`config.mk`:
```
export PLATFORM = sky130hd
export DESIGN_NAME = noc_packet_receiver
export DESIGN_NICKNAME = d
export VERILOG_FILES = /design/src/rtl/noc_packet_receiver_pkg.sv /design/src/rtl/noc_packet_receiver_fifo.sv /design/src/rtl/noc_packet_receiver.sv
export SDC_FILE = /design/constraint.sdc
export NUM_CORES = 1
export LEC_CHECK = 0
export ABC_AREA = 1
export CELL_PAD_IN_SITES_DETAIL_PLACEMENT = 2
export CELL_PAD_IN_SITES_GLOBAL_PLACEMENT = 2
export CORE_ASPECT_RATIO = 1.2
export CORE_UTILIZATION = 43
export CTS_BUF_LIST = sky130_fd_sc_hd__clkbuf_4 sky130_fd_sc_hd__clkbuf_8
export CTS_CLUSTER_DIAMETER = 200
export DETAILED_ROUTE_END_ITERATION = 10
export GPL_ROUTABILITY_DRIVEN = 0
export PLACE_DENSITY_LB_ADDON = 0.1
export SLEW_MARGIN = 30
export SYNTH_ARGS = -nofsm -noshare
export SYNTH_HDL_FRONTEND = slang
export SYNTH_SLANG_ARGS = --single-unit
```
`constraint.sdc`:
```
create_clock -name noc_clk -period 4.45 [get_ports noc_clk]
set_clock_uncertainty 0.05 [all_clocks]
set_input_delay 1.335 -clock noc_clk [delete_from_list [all_inputs] [get_ports noc_clk]]
set_output_delay 1.335 -clock noc_clk [all_outputs]
set_load 0.05 [all_outputs]
```
`src/rtl/noc_packet_receiver_pkg.sv`:
```
// noc_packet_receiver_pkg: shared NoC field widths, flit bit positions, marker values and FIFO entry layout.
package noc_packet_receiver_pkg;
  localparam int Noc_Data_Width = 32;
  localparam int Noc_ID_X_Width = 4;
  localparam int Noc_ID_Y_Width = 4;
  localparam int Noc_Point_H = 28;
  localparam int Noc_Source_Point = 20;
  localparam int Axi_Len_Point = 12;
  localparam int Noc_Point_E = 8;
  localparam logic [Noc_Data_Width-Noc_Point_H-1:0] Noc_Head_H = 4'hA;
  localparam logic [Noc_Data_Width-Noc_Point_H-1:0] Noc_Tail_H = 4'hF;
  localparam logic [Axi_Len_Point-Noc_Point_E-1:0] Noc_Head_E = 4'h5;
  localparam logic [Axi_Len_Point-Noc_Point_E-1:0] Noc_Tail_E = 4'hC;
  typedef struct packed {
    logic                      last;
    logic [Noc_ID_X_Width-1:0] src_x;
    logic [Noc_ID_Y_Width-1:0] src_y;
    logic [Noc_Data_Width-1:0] data;
  } rx_entry_t;
endpackage

```
`src/rtl/noc_packet_receiver_fifo.sv`:
```
// noc_rx_fifo: synchronous payload FIFO with full/empty flags; head data reads as zero when empty.
module noc_rx_fifo #(
  parameter int WIDTH = 8,
  parameter int DEPTH = 8
) (
  input  logic             clk,
  input  logic             rst_n,
  input  logic             push,
  input  logic [WIDTH-1:0] wdata,
  input  logic             pop,
  output logic [WIDTH-1:0] rdata,
  output logic             full,
  output logic             empty
);
  localparam int AW = $clog2(DEPTH);
  logic [WIDTH-1:0] mem [DEPTH];
  logic [AW:0] wr_ptr, rd_ptr;
  assign empty = wr_ptr == rd_ptr;
  assign full = (wr_ptr[AW] != rd_ptr[AW]) && (wr_ptr[AW-1:0] == rd_ptr[AW-1:0]);
  assign rdata = empty ? '0 : mem[rd_ptr[AW-1:0]];
  always_ff @(posedge clk or negedge rst_n)
    if (!rst_n) begin
      wr_ptr <= '0;
      rd_ptr <= '0;
    end else begin
      if (push && !full) wr_ptr <= wr_ptr + 1'b1;
      if (pop && !empty) rd_ptr <= rd_ptr + 1'b1;
    end
  always_ff @(posedge clk)
    if (push && !full) mem[wr_ptr[AW-1:0]] <= wdata;
endmodule

```
`src/rtl/noc_packet_receiver.sv`:
```
// noc_packet_receiver: NoC endpoint that strips header/tail flits and streams payload with source ID.
// Define NOC_RX_CHECK_EN to enable header/tail marker and destination checking.
module noc_packet_receiver
  import noc_packet_receiver_pkg::*;
#(
  parameter logic [Noc_ID_X_Width-1:0] X_ID = '0,
  parameter logic [Noc_ID_Y_Width-1:0] Y_ID = '0,
  parameter int FIFO_DEPTH = 8
) (
  input  logic                      noc_clk,
  input  logic                      noc_rst_n,
  input  logic                      receive_valid,
  output logic                      receive_ready,
  input  logic [Noc_Data_Width-1:0] receive_flit,
  input  logic                      receive_is_header,
  input  logic                      receive_is_tail,
  output logic                      out_valid,
  input  logic                      out_ready,
  output logic [Noc_Data_Width-1:0] out_data,
  output logic [Noc_ID_X_Width-1:0] out_src_x,
  output logic [Noc_ID_Y_Width-1:0] out_src_y,
  output logic                      out_last,
  output logic                      pkt_done,
  output logic [15:0]               pkt_cnt,
  output logic [7:0]                err_cnt
);
`ifdef NOC_RX_CHECK_EN
  localparam bit CheckEn = 1'b1;
`else
  localparam bit CheckEn = 1'b0;
`endif
  typedef enum logic [1:0] {RX_HEADER, RX_PAYLOAD, RX_DISCARD} rx_state_e;
  rx_state_e state, state_nxt;
  logic ready_en, full, empty, acc, hdr_match, tail_match, hdr_ok, tail_ok;
  logic take_hdr, flush, take_tail, take_data, stray, bad_hdr, bad_tail, push, done;
  logic hold_valid;
  logic [Noc_Data_Width-1:0] hold_data;
  logic [Noc_ID_X_Width-1:0] src_x_q;
  logic [Noc_ID_Y_Width-1:0] src_y_q;
  logic [1:0] err_inc;
  logic [8:0] err_sum;
  rx_entry_t push_entry, head;
  assign receive_ready = ready_en & ~full;
  assign acc = receive_valid & receive_ready;
  // destination ID sits just below the source ID field
  assign hdr_match = receive_flit[Noc_Data_Width-1:Noc_Point_H] == Noc_Head_H
                  && receive_flit[Axi_Len_Point-1:Noc_Point_E] == Noc_Head_E
                  && receive_flit[Noc_Source_Point-1 -: Noc_ID_X_Width] == X_ID
                  && receive_flit[Noc_Source_Point-Noc_ID_X_Width-1 -: Noc_ID_Y_Width] == Y_ID;
  assign tail_match = receive_flit[Noc_Data_Width-1:Noc_Point_H] == Noc_Tail_H
                   && receive_flit[Axi_Len_Point-1:Noc_Point_E] == Noc_Tail_E;
  assign hdr_ok = ~CheckEn | hdr_match;
  assign tail_ok = ~CheckEn | tail_match;
  assign take_hdr = acc & receive_is_header & (state != RX_DISCARD);
  assign flush = take_hdr & (state == RX_PAYLOAD);
  assign take_tail = acc & ~receive_is_header & receive_is_tail & (state == RX_PAYLOAD);
  assign take_data = acc & ~receive_is_header & ~receive_is_tail & (state == RX_PAYLOAD);
  assign stray = acc & ~receive_is_header & (state == RX_HEADER);
  assign bad_hdr = take_hdr & ~hdr_ok;
  assign bad_tail = take_tail & ~tail_ok;
  assign push = (flush | take_tail | take_data) & hold_valid;
  assign done = (take_hdr & receive_is_tail & hdr_ok) | take_tail;
  assign err_inc = 2'(flush) + 2'(bad_hdr) + 2'(stray) + 2'(bad_tail);
  assign err_sum = {1'b0, err_cnt} + 9'(err_inc);
  assign push_entry = {~take_data, src_x_q, src_y_q, hold_data};
  always_comb begin
    state_nxt = state;
    if (take_hdr) state_nxt = receive_is_tail ? RX_HEADER : hdr_ok ? RX_PAYLOAD : RX_DISCARD;
    else if (acc && receive_is_tail && state != RX_HEADER) state_nxt = RX_HEADER;
  end
  always_ff @(posedge noc_clk or negedge noc_rst_n)
    if (!noc_rst_n) begin
      state <= RX_HEADER;
      ready_en <= 1'b0;
      hold_valid <= 1'b0;
      hold_data <= '0;
      src_x_q <= '0;
      src_y_q <= '0;
      pkt_done <= 1'b0;
      pkt_cnt <= '0;
      err_cnt <= '0;
    end else begin
      state <= state_nxt;
      ready_en <= 1'b1;
      pkt_done <= done;
      if (done) pkt_cnt <= pkt_cnt + 16'd1;
      err_cnt <= err_sum[8] ? 8'hFF : err_sum[7:0];
      if (take_data) begin
        hold_valid <= 1'b1;
        hold_data <= receive_flit;
      end else if (flush | take_tail) hold_valid <= 1'b0;
      if (take_hdr & hdr_ok & ~receive_is_tail) begin
        src_x_q <= receive_flit[Noc_Point_H-1 -: Noc_ID_X_Width];
        src_y_q <= receive_flit[Noc_Point_H-Noc_ID_X_Width-1 -: Noc_ID_Y_Width];
      end
    end
  noc_rx_fifo #(.WIDTH($bits(rx_entry_t)), .DEPTH(FIFO_DEPTH)) u_fifo (
    .clk(noc_clk),
    .rst_n(noc_rst_n),
    .push(push),
    .wdata(push_entry),
    .pop(out_ready),
    .rdata(head),
    .full(full),
    .empty(empty)
  );
  assign out_valid = ~empty;
  assign out_data = head.data;
  assign out_src_x = head.src_x;
  assign out_src_y = head.src_y;
  assign out_last = head.last;
endmodule

```
==> results.md <==
* Status: finished, final reports clean
* GRT overflow at 0
* Leakage at 7.202 nW
* Ys flop type: edfxtp_1
* PnR worst setup slack at 168.1 ps
* Antenna violations before repair at 0
* Vias in the first global route at 12,174
* WL/cell at 24.80 µm
* Largest net degree at the start of global routing at 89
* Wire length on met3 at 1840 µm
* IO Count at 106
* Highest Signal Layer: met4
* Synth Cell Area at 16,080 µm²
* Clk_lat worst skew at 610 ps
* Yosys cell types at 34
* Final setup viols at 0
* Max_cap viols at 0
* Internal at 9.392 mW
* DR vias at 10,826
* Async set-reset flop share out of synthesis at 18.81%
* Die Y-Extent at 213.9 µm
* Max Slew Vio Count at 0
* Final Power at 15.82 mW
* Buf/Inv on CP at 3
* Endpoints failing hold at 0
* Total track usage at 25.98%
* Clock tree from TritonCTS: yes
* YS warnings at 0
* Sequential fraction of the synthesis area at 73.06%
* Drt pass-1 iters at 4
* Final HPWL DP at 27,390 µm
* Synth Net Count at 1,318
* Met2 WL post-DR at 25,680 µm
* Clock Pin Slew Worst Setup and Hold Paths at 60 ps
* Worst hold-check path type: register to register
* Maximum clock rate at 0.2335 GHz
* Compound-Gate Fraction of Synth Area at 10.46%
* Metal-1 WL at 19,340 µm
* #FFs+latches synth at 404
* Part of the power in registers at 34.3%
* Post-Synthesis Cells at 1,276
* Setup crit start kind: register
* Routed Antenna Nets at 0
* Worst Path Arrival at 2900 ps
* DRT iter0 DRCs at 700
* Sw Share at 40.62%
* Clock tree root driver cell: clkbuf_8
* Drt total wl at 48,010 µm
* Most common cell after layout, fill and taps aside: edfxtp_1
* Most frequent cells in the layout: edfxtp_1 (328), nor2_1 (268), o21ai_0 (230)
* Min Tclk post-route at 4282 ps
* PortBufs at 105
* CTS Buf Count at 70
* Crit. End Element: output pin
* Vias per cell at 5.592
* Critical Path RT at 3060 ps
* Combinational family with the most area after synthesis: compound AO/OA/AOI/OAI gates
* Final Cycle Share at 96.22%
* RSZ-0062 raised after global routing: false
* Cell chain of the critical path: inv_4, buf_4, o21ai_0, o22ai_1, o21ai_0, a31oi_1, buf_12
* Slowest stage delay, CP at 540 ps
* Post-route DRC violation count at 0
* Net Sw Power at 6.424 mW
* CTS sink cnt at 404
* Die ar. at 38,180 µm²
* P&R area growth vs syn at 22.58%
* Post-Synth Adder-Cell Area at 0.3578%
* N_diodes at 0
* Slew headroom at 42.01%
* Fill cells at 3,465
* Final net count at 1,448
* Crit path top cell by count: o21ai_0
* Syn avg cell area at 12.61 µm²
* Worst-path fanout max at 45
* Core area at 36,800 µm²
* Initial core utilization at 43.70%
* Worst-margin pin slew at 869.9 ps
* Synth Area in Simple Gates at 9.560%
* FP Rows at 77
* Crit path max-delay family: buffers and inverters
* Combinational power share at 43.5%
* H-tree levels at 3
* XOR/XNOR Fraction of Synth Area at 1.198%
* Pwr Density at 802.2 nW/µm²
* Critical path class: register to output pin
* Clock power share at 22.2%
* Worst vdd ir at 0.0007441 V
* Post-synthesis mux area share at 2.194%
* Pre-CTS WS at 340.9 ps
* Die Wd at 178.6 µm
* Max Root-Sink Buffers at 3
* First-pass GRT wire length at 73,070 µm
* Post-synth EDFFs at 328
* Worst path slowest cell: dfrtp_4
* Layout cell share with drive strength beyond 1 at 17.03%
[registers in the layout (all words and copies together), names as in the netlist]
register       flops
u_fifo.rd_ptr      4
src_y_q            4
hold_data         32
u_fifo.wr_ptr      4
ready_en           1
u_fifo.mem       328
pkt_done           1
src_x_q            4
hold_valid         1
pkt_cnt           16
err_cnt            8
state              1
[per-stage QoR]
stage / utilization, % / area, µm² / hold WS (ps) / cells / TNS [ps]
global placement: 49.54 / 18230 / 441.6 / 1808 / 0
finish: 53.57 / 19720 / 462.4 / 1936 / 0
detailed placement: 49.54 / 18230 / 450.3 / 1808 / 0
global route: 53.57 / 19720 / 491.3 / 1936 / 0
floorplan: - / 16080 / 413.8 / 1276 / 0
CTS: 53.55 / 19710 / 470.9 / 1936 / -1.059
[per-layer routing]
layer  GRT usage [%]  up-vias
met4           9.527        0
met3           4.362       82
met2           46.87      251
met1           30.96     5671
met5               0        -
li1                -     4822
[power groups by stage]
| stage | combinational, mW | clock, mW | sequential, mW |
|---|---|---|---|
| 6_report | 6.88 | 3.51 | 5.43 |
| 5_1_grt | 7.27 | 3.75 | 5.50 |
| 4_1_cts | 6.95 | 3.60 | 5.44 |
| 3_5_place_dp | 6.87 | 0 | 5.51 |
| 3_3_place_gp | 6.62 | 0 | 5.45 |
| 2_1_floorplan | 3.62 | 0 | 5.41 |
[path summary, 6_finish.rpt]
path | startpoint | end | slack [ps] | cells after the start
min in group asynchronous | noc_rst_n | hold_data[11] | 760 | 1
hold reg to reg | err_cnt[7] | err_cnt[7] | 460 | 1
setup / recovery | u_fifo.rd_ptr[0] | out_data[9] | 170 | 7
max in group asynchronous | noc_rst_n | src_x_q[2] | 2800 | 2
hold / removal | err_cnt[7] | err_cnt[7] | 460 | 1
setup reg to reg | u_fifo.wr_ptr[2] | err_cnt[1] | 1350 | 19
[what timing repair did]
item                                   in CTS  in global routing
endpoints found under the hold margin       0                  0
buffers inserted                            0                  0
hold buffers                                0                  0
setup endpoints to repair                   3                 11
gates resized for setup                     3                  2
[cell usage after synthesis (all sizes together), types with 2 or more instances]
cell type	instances	area [µm²]
nor3	6	30.03
nand4	6	43.79
mux2	24	352.8
nor2	278	1054
xor2	13	113.9
a21oi	2	10.01
dfrtp	76	1902
inv	42	157.6
buf	29	172.7
clkbuf	47	176.4
nand3	13	70.07
o22ai	41	256.5
o21ai	230	1151
xnor2	9	78.83
ha	3	37.54
a31oi	41	256.5
edfxtp	328	9849
nand2	83	326.6
[worst register-to-register path, cell delays in order, from the launching register on]
cell and delay (ps):
dfrtp_1 510, inv_2 90, nand2_1 80, nand2_1 90, nand4_2 140, nand3_2 120, nor2_1 160, inv_1 80
nor2_1 140, fa_1 260, nand2_1 100, nor2_1 120, inv_1 70, nor2_1 150, inv_1 80, nor2_1 250
nand3_1 110, inv_1 100, nand2_1 160, o21ai_0 150
[final cells by class]
cell class                 instances  area (µm²)  area share, %
multi-input combinational        754        3911          19.84
timing repair buffer             134        1834          9.304
clock buffer                     109        1331          6.753
inverter                          42       162.7         0.8250
clock inverter                    19       123.9         0.6283
sequential                       404       11760          59.64
tap                              474       593.1          3.008
[logic make-up after synthesis]
| kind of cell | after synthesis |
|---|---|
| flip-flops | 404 |
| AO/OA/AOI/OAI | 315 |
| other | 1 |
| buffers and inverters | 118 |
| adder cells (fa/ha/maj) | 4 |
| XOR/XNOR | 22 |
| AND/OR/NAND/NOR | 388 |
| multiplexers | 24 |
No activity file was read; power rests on OpenSTA's default activity.
